<file path="src/rtl/led_fade_driver.sv">
// LED output conditioning: per-channel brightness ramp driven by a shared prescaler
// and a shared PWM counter, producing registered PWM drive and per-channel busy flags.
module led_fade_driver #(
    parameter int NUM_LEDS   = 4,
    parameter int PWM_BITS   = 8,
    parameter int STEP_DIV   = 4096,
    parameter bit ACTIVE_LOW = 1'b0
) (
    input  logic                clk,
    input  logic                reset,
    input  logic [NUM_LEDS-1:0] led_req,
    output logic [NUM_LEDS-1:0] led_out,
    output logic [NUM_LEDS-1:0] fade_busy
);

    localparam int                    PRESC_BITS = $clog2(STEP_DIV);
    localparam logic [PWM_BITS-1:0]   LVL_MAX    = {PWM_BITS{1'b1}};
    localparam logic [PWM_BITS-1:0]   LVL_ONE    = PWM_BITS'(1);
    localparam logic [PWM_BITS-1:0]   PWM_LAST   = LVL_MAX - LVL_ONE;
    localparam logic [PRESC_BITS-1:0] PRESC_LAST = PRESC_BITS'(STEP_DIV - 1);
    localparam logic [PRESC_BITS-1:0] PRESC_ONE  = PRESC_BITS'(1);

    typedef enum logic [1:0] {
        ST_OFF  = 2'd0,
        ST_UP   = 2'd1,
        ST_ON   = 2'd2,
        ST_DOWN = 2'd3
    } fade_state_e;

    logic [PRESC_BITS-1:0] presc_r;
    logic [PWM_BITS-1:0]   pwm_cnt_r;
    logic                  tick_s;

    assign tick_s = (presc_r == PRESC_LAST);

    // Shared step prescaler and PWM period counter (period is MAX clocks, not 2**PWM_BITS).
    always_ff @(posedge clk) begin
        if (reset) begin
            presc_r   <= '0;
            pwm_cnt_r <= '0;
        end else begin
            presc_r   <= tick_s ? '0 : (presc_r + PRESC_ONE);
            pwm_cnt_r <= (pwm_cnt_r == PWM_LAST) ? '0 : (pwm_cnt_r + LVL_ONE);
        end
    end

    for (genvar i = 0; i < NUM_LEDS; i++) begin : g_ch
        fade_state_e         state_r;
        fade_state_e         state_nxt_s;
        logic [PWM_BITS-1:0] lvl_r;
        logic [PWM_BITS-1:0] lvl_nxt_s;
        logic                led_bit_r;
        logic                busy_bit_r;

        // Channel ramp FSM: a direction change always wins over a tick, so lvl holds that cycle.
        always_comb begin
            state_nxt_s = state_r;
            lvl_nxt_s   = lvl_r;
            case (state_r)
                ST_OFF: begin
                    if (led_req[i]) begin
                        state_nxt_s = ST_UP;
                    end else begin
                        state_nxt_s = ST_OFF;
                    end
                end
                ST_UP: begin
                    if (!led_req[i]) begin
                        state_nxt_s = ST_DOWN;
                    end else if (tick_s) begin
                        // >= so a reversal that starts UP at MAX still saturates
                        if (lvl_r >= PWM_LAST) begin
                            lvl_nxt_s   = LVL_MAX;
                            state_nxt_s = ST_ON;
                        end else begin
                            lvl_nxt_s   = lvl_r + LVL_ONE;
                        end
                    end else begin
                        lvl_nxt_s = lvl_r;
                    end
                end
                ST_ON: begin
                    if (!led_req[i]) begin
                        state_nxt_s = ST_DOWN;
                    end else begin
                        state_nxt_s = ST_ON;
                    end
                end
                ST_DOWN: begin
                    if (led_req[i]) begin
                        state_nxt_s = ST_UP;
                    end else if (tick_s) begin
                        if (lvl_r <= LVL_ONE) begin
                            lvl_nxt_s   = '0;
                            state_nxt_s = ST_OFF;
                        end else begin
                            lvl_nxt_s   = lvl_r - LVL_ONE;
                        end
                    end else begin
                        lvl_nxt_s = lvl_r;
                    end
                end
                default: begin
                    state_nxt_s = ST_OFF;
                    lvl_nxt_s   = '0;
                end
            endcase
        end

        // Channel state, level and registered pin/busy outputs.
        always_ff @(posedge clk) begin
            if (reset) begin
                state_r    <= ST_OFF;
                lvl_r      <= '0;
                led_bit_r  <= ACTIVE_LOW;
                busy_bit_r <= 1'b0;
            end else begin
                state_r    <= state_nxt_s;
                lvl_r      <= lvl_nxt_s;
                led_bit_r  <= (pwm_cnt_r < lvl_r) ^ ACTIVE_LOW;
                busy_bit_r <= (state_nxt_s == ST_UP) || (state_nxt_s == ST_DOWN);
            end
        end

        assign led_out[i]   = led_bit_r;
        assign fade_busy[i] = busy_bit_r;
    end

endmodule
</file>
<file path="config.mk">
export PLATFORM = sky130hd
export DESIGN_NAME = led_fade_driver
export DESIGN_NICKNAME = d
export VERILOG_FILES = /design/src/rtl/led_fade_driver.sv
export SDC_FILE = /design/constraint.sdc
export NUM_CORES = 1
export LEC_CHECK = 0
export BUFFER_PORTS_ARGS = -buffer_cell sky130_fd_sc_hd__buf_2
export CAP_MARGIN = 20
export CORE_ASPECT_RATIO = 0.9
export CORE_MARGIN = 1.5
export CORE_UTILIZATION = 62
export CTS_BUF_LIST = sky130_fd_sc_hd__clkbuf_4 sky130_fd_sc_hd__clkbuf_8
export DETAILED_ROUTE_END_ITERATION = 6
export PLACE_DENSITY = 0.78
export SYNTH_ARGS = -nofsm -noshare
export SYNTH_HDL_FRONTEND = slang
export SYNTH_SLANG_ARGS = --single-unit
</file>
<file path="constraint.sdc">
create_clock -name clk -period 6.29 [get_ports clk]
set_clock_uncertainty 0.2 [all_clocks]
set_input_delay 0 -clock clk [delete_from_list [all_inputs] [get_ports clk]]
set_output_delay 0 -clock clk [all_outputs]
set_load 0.02 [all_outputs]
</file>
After elaboration in Yosys (flattened, before gate mapping):

Index checks and enable logic that the tools add are counted.

* flip-flop bits (word level): 68
* latch bits: 0
* bits in writable memories: 0
* ROM bits: 0
* input bits: 6
* word-level logic and storage cells: 160
* memories kept: 0

* add/subtract/negate cells: 10
* multipliers: 0
* div/mod/pow operators: 0
* magnitude comparators: 12
* equality and inequality tests: 38
* shift operators: 0
* multiplexer cells: 64
* bitwise operators: 0
* reduce and logical (&&, ||, !) cells: 18

Operators with widths (count)
* 8-bit 2-to-1 mux: 24
* 8-bit case mux with 2 select lines: 4
* 2-bit 2-to-1 mux: 24
* 8-bit by 1-bit adder with 8-bit output, second input constant: 5
* 8-bit >= comparator, second input constant: 4
* 8-bit by 1-bit less-or-equal comparator with 1-bit output, second input constant: 4
* 8-bit less-than comparator: 4
* 2-bit != test, second input constant: 16
* 2-bit case mux with 4 select lines: 4
* 8-bit by 1-bit subtractor with 8-bit output, second input constant: 4
* 2-bit == test, second input constant: 12
* 5-bit AND reduction: 4
* 2-bit by 1-bit == test with 1-bit output, second input constant: 8
* 12-bit by 1-bit adder with 12-bit output, second input constant: 1
* 12-bit == test, second input constant: 1
* 8-bit == test, second input constant: 1
* 2-bit logical NOT: 4
* 1-bit 2-to-1 mux: 8
* 2-bit nonzero test: 4
* 1-bit logical OR: 4
* 2-bit OR reduction: 2

Longest topological paths before layout:

Gate-level depths: netlist (run 1).

* depth in word-level cells: 7
* depth in mapped cells: 8
* mapped depth without buffers: 7

Worst setup path after synthesis (run 1):

OpenSTA, ideal clock, no wires.

* path type: register to register
* start point: register g_ch[1].lvl_r[0]
* end point: register g_ch[1].lvl_r[5]
* library setup time: 95 ps
* arrival time: 1860 ps
* data required time: 5995 ps
* slack: 4135 ps
* cell stages (with the launch flop): 9
* clock period less this slack: 2155 ps
* path through: dfxtp_1 clkbuf_1 inv_1 ha_1 nor2_1 nor2_1 a211o_1 a22o_1 a221oi_1

* word-level cells in the longest chain between the ends: 5
* elaborated cells between the ends (all ways): 11
* those cells by class: add/sub: 2; order compare: 2; mux: 7

RTL lines
* from (decl): line 50 `logic [PWM_BITS-1:0] lvl_r;`
* from (signal assigned): line 119 `lvl_r <= lvl_nxt_s;`
* 8-bit by 1-bit subtractor with 8-bit output, or another cell as far along: line 97 `lvl_nxt_s = lvl_r - LVL_ONE;`
* 8-bit 2-to-1 mux (on tied branches): line 93, 72
* 8-bit 2-to-1 mux (on tied branches): line 92, 70
* 8-bit 2-to-1 mux (on tied branches): line 90, 68
* 8-bit case mux with 2 select lines (*): line 59 `case (state_r)`

Every way passes the cells marked *; elsewhere a longest branch is shown, timed or not. The select of a mux whose other input is x is not followed.
A chain may end at the register's enable or synchronous reset.

Worst setup path after layout (run 1):

* start point: register presc_r[0]
* end point: register g_ch[2].lvl_r[4]

* word-level cells in the longest chain between the ends: 3
* elaborated cells between the ends (all ways): 4
* those cells by class: eq/ne: 3; reduce/logical: 1

RTL lines
* from (decl): line 30 `logic [PRESC_BITS-1:0] presc_r;`
* from (signal assigned): line 42 `presc_r <= tick_s ? '0 : (presc_r + PRESC_ONE);`
* 12-bit == test (*): line 34 `assign tick_s = (presc_r == PRESC_LAST);`
* 2-bit != test (no source line)
* 5-bit AND reduction (no source line) (*)
* to (signal assigned): line 119
* to (decl): line 50

Every way passes the cells marked *; elsewhere a longest branch is shown, timed or not.

==> run summary, run 1 <==
- type of the tightest min-delay check: flip-flop to flip-flop
- number of antenna diodes: 0
- CTS H-tree lvls: 3
- buffer type at the clock tree root: clkbuf_8
- final layout net count: 665
- final worst slack: 3.48 ns
- #FFs+latches synth: 68
- synthesized area per cell: 7.95 sq um
- Crit Path Class: flip-flop to flip-flop
- Worst-path clk slew: 0.07 ns
- total negative slack: 0 ns
- net count after synthesis: 680
- number of filler cells placed in the layout: 654
- Worst Reg2Reg Path Length in Cells: 6
- signed area change from the synthesized netlist to the final layout: 3.56%
- Relative slew margins: 49.2%
- Via-to-Cell Ratio: 6.56
- async set-reset flop share out of synthesis: 0%
- Total Routed Length: 11600 microns
- Critical Path End: g_ch[2].lvl_r[4]
- launch point of the critical path: presc_r[0]
- full die area: 0.00859 sq mm
- Inserted Clock Buffers: 9
- number of maximum-capacitance violations: 0
- antenna violations before repair: 0
- Data arrival, critical path: 2.80 ns
- Final Max Slew Viols: 0
- die width: 97.5 microns
- adder-cell share of the synthesized area: 11.8%
- later-pin clock latency in the skew report: 0.35 ns
- Yosys warning count: 0
- vias in the first global route: 4340
- area of the placeable core: 0.00766 sq mm
- Max clock buf depth: 2
- area of combinational cells with multiple inputs: 0.00323 sq mm
- startpoint of the most critical register-to-register path: presc_r[0]
- pin slew with the least headroom to its limit: 0.762 ns
- PostCTS Resize Cnt: 0
- number of cells in the design after placement: 692
- DR iter-0 viols: 281
- power density over the cells: 173 mW/mm^2
- remaining routing DRC violations: 0
- final number of setup-violating endpoints: 0
- fraction of layout instances using a drive strength above 1: 6.32%
- Leakage Power: 1.98 nW
- combinational family with the most area after synthesis: compound AO/OA/AOI/OAI gates
- first-pass GRT wire length: 20200 microns
- effective utilization at floorplan: 65.1%
- Worst EP required: 6.28 ns
- sequential area share after synthesis: 27.3%
- netlist area before placement: 0.00499 sq mm
- post-CTS setup buffer count: 0
- Placement Setup Slack: 3.55 ns
- Max VDD drop: 0.123 mV
- Max Fanout on Critical Path: 20
- combined flip-flop and latch cell area: 0.00136 sq mm
- post-synthesis share of cell area spent on and, or, nand and nor gates: 22.6%
- final cell count without fillers: 713
- fraction of the mapped netlist area in compound gates: 26.1%
- final hold violation count: 0
- grt ovf: 0
- time the worst path needs with I/O delays and setup: 2.81 ns
- nature of the critical path endpoint: flip-flop
- detailed placement HPWL: 8270 microns
- via count: 4674
- number of enable flip-flop cells after synthesis: 0
- number of placed I/O pins: 14
- height of the die: 88.1 microns
- number of port buffers: 13
- largest net degree at the start of global routing: 34
- final cell area excluding filler cells: 0.00516 sq mm
- Max Clk Rate: 356 MHz
- Total GRT Usage: 28.6%
- portion of netlist area occupied by mux cells: 0.401%
- count of different cell masters after synthesis: 70
- average detailed-routed wire length per instance: 16.3 microns
- weighted congestion at the end of routability-driven global placement: 0.928
- number of standard cells after synthesis: 627
- worst setup slack for register-to-register paths: 3.48 ns
- clock sink count: 68
- outcome: finished clean
- residual antenna-violating net count after detailed routing: 0
- most used flip-flop cell after synthesis: dfxtp_1
- standard cell area after detailed placement: 0.00492 sq mm
- worst reg2reg endpoint: g_ch[2].lvl_r[4]
- sort of element at the start of the critical path: flip-flop
- post-synthesis share of cell area spent on xor and xnor gates: 3.86%
- RSZ-0062 raised after global routing: false
- CTS tree: built
- number of iterations in the first detailed-routing pass: 5
- Core Rows: 30
- part of the cycle the worst path needs: 44.6%
## worst max-delay path, stage by stage (launching register included)
cell,delay (ns)
dfxtp_1,0.35
ha_1,0.21
and4_1,0.29
and4_1,0.72
and3_1,0.52
and2_1,0.27
a211oi_1,0.09
## synth_stat cells, drive strengths merged (3+ instances only)
master	count	area, sq um
dfxtp	68	1360
nor2	49	184
ha	47	588
nand2	41	156
inv	39	146
o21ai	39	195
a21oi	37	185
nand3	30	155
clkbuf	25	124
buf	19	126
a31oi	16	100
and3	15	95.1
nor3	15	75.1
or3	15	98.8
a211oi	14	110
xor2	14	123
nor4	13	81.3
nand4	10	62.6
a221oi	8	76.3
and2	8	50.1
xnor2	8	70.1
a21o	7	52.6
nand2b	6	37.5
a211o	5	43.8
and4	5	43.8
o21a	5	37.5
a22o	4	35.0
o2111ai	4	35.0
o211a	4	40.0
o211ai	4	30.0
o221ai	4	35.0
o22ai	4	25.0
o311ai	4	35.0
o31ai	4	30.0
a41oi	3	26.3
o21bai	3	33.8
o221a	3	33.8
## flip-flops by register name, summed over array words and instances, names as in the netlist
name             cells
g_ch.lvl_r          32
pwm_cnt_r            8
g_ch.busy_bit_r      4
g_ch.led_bit_r       4
presc_r             12
g_ch.state_r         8
## report_power, final
part / total (mW) / switching [mW] / internal (mW)
logic: 0.0810 / 0.0487 / 0.0324
clock network: 0.351 / 0.171 / 0.179
registers: 0.463 / 0.0183 / 0.444
## area by class of cell
cell class                 count  area share (%)
multi-input combinational    476            62.5
sequential                    68            26.4
clock buffer                  13            3.34
inverter                      39            2.83
tap                           96            2.33
timing repair buffer          18            2.23
clock inverter                 3           0.388
## worst min-delay path by stage
stage / end / startpoint / depth (start not counted)
after floorplan: g_ch[0].lvl_r[5] / reset / 2
after global placement: g_ch[2].state_r[1] / led_req[2] / 4
after detailed placement: g_ch[2].state_r[1] / led_req[2] / 4
after CTS: presc_r[0] / presc_r[0] / 1
after global routing: presc_r[0] / presc_r[0] / 1
final: presc_r[0] / presc_r[0] / 1
## kinds of logic after synthesis
group,Yosys count
AND/OR/NAND/NOR,218
XOR/XNOR,22
multiplexers,2
buffers and inverters,83
AO/OA/AOI/OAI,187
adder cells (fa/ha/maj),47
flip-flops,68
## cells in the final DEF, fill, tap and decap left out, types with 3 or more instances in the layout
| cell | instances |
|---|---|
| clkbuf_8 | 12 |
| nand2b_1 | 6 |
| nor4_1 | 13 |
| nor3_1 | 15 |
| nand4_1 | 10 |
| a41oi_1 | 3 |
| xor2_1 | 14 |
| o211ai_1 | 4 |
| o21a_1 | 5 |
| ha_1 | 47 |
| and3_1 | 14 |
| o22ai_1 | 4 |
| a221oi_1 | 7 |
| dlygate4sd3_1 | 5 |
| a22o_1 | 4 |
| and2_1 | 8 |
| dfxtp_1 | 68 |
| o221ai_1 | 4 |
| inv_1 | 38 |
| o2111ai_1 | 4 |
| and4_1 | 5 |
| a211oi_1 | 13 |
| nand2_1 | 40 |
| a21o_1 | 7 |
| nor2_1 | 49 |
| o211a_1 | 4 |
| o21ai_0 | 22 |
| nand3_1 | 29 |
| xnor2_1 | 8 |
| a31oi_1 | 16 |
| a21oi_1 | 37 |
| o311ai_1 | 3 |
| o221a_1 | 3 |
| or3_1 | 14 |
| o31ai_1 | 4 |
| o21ai_1 | 17 |
| buf_2 | 13 |
| a211o_1 | 5 |
## what timing repair did
action                                  CTS  global route
endpoints found under the setup margin    0             0
hold buffers                              5             0
hold endpoints to repair                 20             0
## metrics by stage
| step | power, mW | util (%) | hold WS (ns) |
|---|---|---|---|
| after global routing | 0.932 | 67.5 | 0.285 |
| after global placement | 0.546 | 64.3 | 0.167 |
| after CTS | 0.895 | 67.5 | 0.242 |
| final | 0.894 | 67.5 | 0.241 |
| after detailed placement | 0.551 | 64.3 | 0.187 |
| after floorplan | 0.538 | - | 0.0161 |
## per-layer routing
metal / vias to the layer above / part of all wire [%] / global-route usage (%) / wire length [microns]
li1: 2308 / - / - / -
met1: 2166 / 45 / 37.3 / 5270
met2: 178 / 47 / 46.8 / 5420
met3: 22 / 6.4 / 6.46 / 748
met4: 0 / 1.8 / 10.5 / 205
met5: - / 0 / 0 / 0
Note: power is estimated with default switching activity, not from simulation.
==> inputs of run 2 (changes only) <==
==> constraint.sdc (replaced) <==
create_clock -name clk -period 2.7 [get_ports clk]
set_clock_uncertainty 0.2 [all_clocks]
set_input_delay 0 -clock clk [delete_from_list [all_inputs] [get_ports clk]]
set_output_delay 0 -clock clk [all_outputs]
set_load 0.02 [all_outputs]
==> run summary, run 2 (synthesized netlist as in run 1, its figures left out) <==
- first-pass GRT wire length: 19900 microns
- tightest hold margin: 0.244 ns
- number of maximum-capacitance violations: 0
- Worst EP required: 2.79 ns
- Final Max Slew Viols: 0
- final worst slack: 0.199 ns
- CTS H-tree lvls: 3
- launch point of the critical path: presc_r[0]
- most frequent cells in the layout: dfxtp_1, nor2_1, ha_1
- number of antenna diodes: 0
- later-pin clock latency in the skew report: 0.35 ns
- Max Fanout on Critical Path: 5
- die width: 97.5 microns
- Sw Ratio: 27.4%
- grt ovf: 0
- average detailed-routed wire length per instance: 16.4 microns
- P_int: 1.53 mW
- Inserted Clock Buffers: 9
- via count: 4745
- CTS tree: built
- fraction of power consumed by sequential logic: 51.0%
- nature of the critical path endpoint: flip-flop
- worst reg2reg endpoint: g_ch[2].state_r[1]
- detailed placement HPWL: 8410 microns
- sort of element at the start of the critical path: flip-flop
- Largest regs: g_ch.lvl_r x32, presc_r x12
- final number of setup-violating endpoints: 0
- final layout net count: 678
- part of the cycle the worst path needs: 92.6%
- most frequent standard cell in the layout excluding fill and tap cells: dfxtp_1
- worst setup slack for register-to-register paths: 0.20 ns
- antenna violations before repair: 0
- final cell count without fillers: 726
- power spent charging and discharging nets: 0.580 mW
- outcome: finished clean
- Critical Path End: g_ch[2].state_r[1]
- power density over the cells: 402 mW/mm^2
- fraction of power consumed by combinational cells: 9.2%
- time the worst path needs with I/O delays and setup: 2.50 ns
- Via-to-Cell Ratio: 6.54
- Total GRT Usage: 28.1%
- Core Rows: 30
- Worst Reg2Reg Path Length in Cells: 7
- number of flip-flops in the largest register: 32
- number of cells in the design after placement: 702
- effective utilization at floorplan: 65.1%
- height of the die: 88.1 microns
- Data arrival, critical path: 2.60 ns
- clock sink count: 68
- number of placed I/O pins: 14
- signed area change from the synthesized netlist to the final layout: 5.54%
- part of the power in the clock network: 39.8%
- remaining routing DRC violations: 0
- total negative slack: 0 ns
- Total Routed Length: 11900 microns
- vias in the first global route: 4179
- Relative slew margins: 57.1%
- Leakage Power: 2.04 nW
- type of the tightest min-delay check: flip-flop to flip-flop
- Max clock buf depth: 2
- Max Clk Rate: 400 MHz
- Worst-path clk slew: 0.08 ns
- pin slew with the least headroom to its limit: 0.638 ns
- DR iter-0 viols: 211
- buffer type at the clock tree root: clkbuf_8
- fraction of layout instances using a drive strength above 1: 8.10%
- register ranked first by flip-flop count: g_ch.lvl_r
- final total power: 2.11 mW
- residual antenna-violating net count after detailed routing: 0
- full die area: 0.00859 sq mm
- largest net degree at the start of global routing: 33
- PostCTS Resize Cnt: 0
- final hold violation count: 0
- Max VDD drop: 0.343 mV
- Crit Path Class: flip-flop to flip-flop
- RSZ-0062 raised after global routing: false
- startpoint of the most critical register-to-register path: presc_r[0]
- area of the placeable core: 0.00766 sq mm
- number of port buffers: 13
- number of iterations in the first detailed-routing pass: 5
- Placement Setup Slack: 0.273 ns
- weighted congestion at the end of routability-driven global placement: 0.900
## run 2: cell count changes in the layout (fill, tap and decap cells not counted), sizes merged
cell         change
clkinv           +2
bufinv           +1
buf             +12
dlygate4sd3      +1
clkinvlp         +1
clkbuf           -4
## run 2: how the worst min path moves through the flow
stage          startpoint                 end  slack [ns]  cells after the start
4_1_cts        presc_r[0]          presc_r[0]        0.24                      1
3_5_place_dp   led_req[3]  g_ch[3].state_r[0]        0.18                      3
2_1_floorplan       reset    g_ch[0].lvl_r[5]        0.02                      2
6_report       presc_r[0]          presc_r[0]        0.24                      1
5_1_grt        presc_r[0]          presc_r[0]        0.27                      1
3_3_place_gp   led_req[3]  g_ch[3].state_r[0]        0.17                      3
## run 2: worst max-delay path, cell delays in order (launching register included)
cell and delay, ns:
dfxtp_1 0.35, ha_1 0.20, and4_1 0.29, nand4_1 0.22, o311ai_1 0.36, o21ai_0 0.17
nor2_1 0.12, dlygate4sd3_1 0.54
## run 2: cell type report
type                       instances  area [sq um]
multi-input combinational        476          3230
sequential                        68          1360
fill                             652          2390
clock inverter                     7          67.6
clock buffer                       9           124
inverter                          39           146
timing repair buffer              31           215
tap                               96           120
## run 2: power by group through the flow
| stage | combinational, mW | clock, mW | sequential [mW] |
|---|---|---|---|
| floorplan | 0.173 | 0 | 1.08 |
| CTS | 0.193 | 0.859 | 1.08 |
| global placement | 0.179 | 0 | 1.10 |
| finish | 0.195 | 0.841 | 1.08 |
| global route | 0.215 | 0.889 | 1.08 |
| detailed placement | 0.184 | 0 | 1.10 |
## run 2: through the flow
stage               cell area, sq um  utilization [%]
floorplan                       4990                -
global placement                5000             65.3
detailed placement              5000             65.3
CTS                             5250             68.5
global route                    5260             68.7
finish                          5260             68.7
## run 2: layer usage
layer / vias to the layer above / part of all wire [%] / track usage (%)
met5: - / 0 / 0
met1: 2219 / 45 / 37.5
met4: 0 / 1.5 / 9.22
li1: 2324 / - / -
met3: 20 / 6.9 / 5.11
met2: 182 / 47 / 46.5
## run 2: timing repair
item / 4_1_cts / 5_1_grt
hold buffers: 6 / 0
endpoints found under the hold margin: 22 / 0
setup endpoints to repair: 0 / 1
setup buffers: 0 / 2
==> inputs of run 3 (changes only) <==
==> constraint.sdc (replaced) <==
create_clock -name clk -period 2.57 [get_ports clk]
set_clock_uncertainty 0.2 [all_clocks]
set_input_delay 0 -clock clk [delete_from_list [all_inputs] [get_ports clk]]
set_output_delay 0 -clock clk [all_outputs]
set_load 0.02 [all_outputs]
==> run summary, run 3 (synthesized netlist as in run 1, its figures left out) <==
- Largest regs: g_ch.lvl_r x32, presc_r x12
- Via-to-Cell Ratio: 6.52
- number of filler cells placed in the layout: 636
- Total GRT Usage: 29.3%
- Leakage Power: 2.08 nW
- area of combinational cells with multiple inputs: 0.00323 sq mm
- fraction of layout instances using a drive strength above 1: 8.69%
- Core Rows: 30
- register ranked first by flip-flop count: g_ch.lvl_r
- Final Max Slew Viols: 0
- DR iter-0 viols: 306
- pin slew with the least headroom to its limit: 0.766 ns
- final core area utilization: 69.4%
- CTS H-tree lvls: 3
- first-pass GRT wire length: 20500 microns
- vias in the first global route: 4353
- number of flip-flops in the largest register: 32
- residual antenna-violating net count after detailed routing: 0
- grt ovf: 0
- die width: 97.5 microns
- cell chain of the critical path: inv_1 > ha_1 > o21bai_4 > o31ai_1 > o21ai_0 > o21bai_1 > a211oi_1
- power density over the cells: 437 mW/mm^2
- Max Fanout on Critical Path: 8
- Worst EP required: 2.60 ns
- Total Routed Length: 12300 microns
- number of antenna diodes: 0
- area of the placeable core: 0.00766 sq mm
- via count: 4756
- Max clock buf depth: 2
- Data arrival, critical path: 2.39 ns
- later-pin clock latency in the skew report: 0.36 ns
- combined flip-flop and latch cell area: 0.00136 sq mm
- nature of the critical path endpoint: flip-flop
- sort of element at the start of the critical path: flip-flop
- Crit Path Class: flip-flop to flip-flop
- number of placed I/O pins: 14
- antenna violations before repair: 0
- clock sink count: 68
- type of the tightest min-delay check: flip-flop to flip-flop
- delay of the slowest cell on the worst path: 0.58 ns
- total negative slack: 0 ns
- most frequent standard cell in the layout excluding fill and tap cells: dfxtp_1
- effective utilization at floorplan: 65.1%
- Inserted Clock Buffers: 9
- standard cell area after detailed placement: 0.00504 sq mm
- post-CTS setup buffer count: 0
- Relative slew margins: 48.5%
- Top Family by Delay on Critical Path: compound AO/OA/AOI/OAI gates
- average detailed-routed wire length per instance: 16.9 microns
- largest net degree at the start of global routing: 23
- signed area change from the synthesized netlist to the final layout: 6.55%
- final number of setup-violating endpoints: 0
- final hold violation count: 0
- final cell area excluding filler cells: 0.00531 sq mm
- detailed placement HPWL: 8750 microns
- outcome: finished clean
- slowest cell on the critical path: o31ai_1
- remaining routing DRC violations: 0
- final layout net count: 681
- Max Clk Rate: 424 MHz
- number of maximum-capacitance violations: 0
- time the worst path needs with I/O delays and setup: 2.36 ns
- CTS tree: built
- weighted congestion at the end of routability-driven global placement: 0.929
- most frequent cells in the layout: dfxtp_1, nor2_1, ha_1
- Max VDD drop: 0.418 mV
- RSZ-0062 raised after global routing: false
- total buffers and inverters traversed by the critical path: 1
- full die area: 0.00859 sq mm
- part of the cycle the worst path needs: 91.7%
- number of port buffers: 13
- Worst-path clk slew: 0.07 ns
- buffer type at the clock tree root: clkbuf_8
- number of iterations in the first detailed-routing pass: 6
- height of the die: 88.1 microns
==> run 3: layout make-up <==
type	instances	area share [%]
Timing Repair Buffer	34	4.43
Multi-Input combinational cell	476	60.8
Tap cell	96	2.26
Clock buffer	13	3.37
Inverter	39	2.75
Sequential cell	68	25.6
Clock inverter	3	0.801
==> run 3: final timing paths <==
check,start,endpoint,slack [ns],cells after the start
worst min-delay path,presc_r[0],presc_r[0],0.26,1
worst min register to register,presc_r[0],presc_r[0],0.26,1
worst max-delay path,g_ch[0].lvl_r[1],g_ch[0].lvl_r[2],0.21,7
worst max register to register,g_ch[0].lvl_r[1],g_ch[0].lvl_r[2],0.21,7
==> run 3: metal layers <==
metal,vias up,global-route usage [%],wire length [microns]
met5,-,0,0
met4,0,13.2,243
met3,25,6.23,930
met2,201,48.7,5730
met1,2204,37.1,5420
li1,2326,-,-
==> run 3: through the flow <==
step / hold slack, ns / setup WS (ns) / power, mW / std cells
after global placement: 0.150 / 0.321 / 1.34 / 708
after global routing: 0.292 / 0.0950 / 2.40 / 729
after detailed placement: 0.167 / 0.289 / 1.35 / 708
final: 0.263 / 0.213 / 2.32 / 729
after CTS: 0.250 / 0.275 / 2.33 / 729
after floorplan: 0.0161 / 0.415 / 1.32 / 627
==> run 3: report_power, final <==
part	leakage (nW)	switching, mW	internal, mW	total (mW)
combinational	1.41	0.126	0.0844	0.211
clock	0.112	0.432	0.553	0.985
sequential	0.553	0.0402	1.09	1.13
total	2.08	0.598	1.73	2.32
==> run 3: what timing repair did <==
| item | in CTS | in global routing |
|---|---|---|
| gates resized for setup | 0 | 0 |
| hold buffers | 5 | 0 |
| hold endpoints to repair | 28 | 0 |
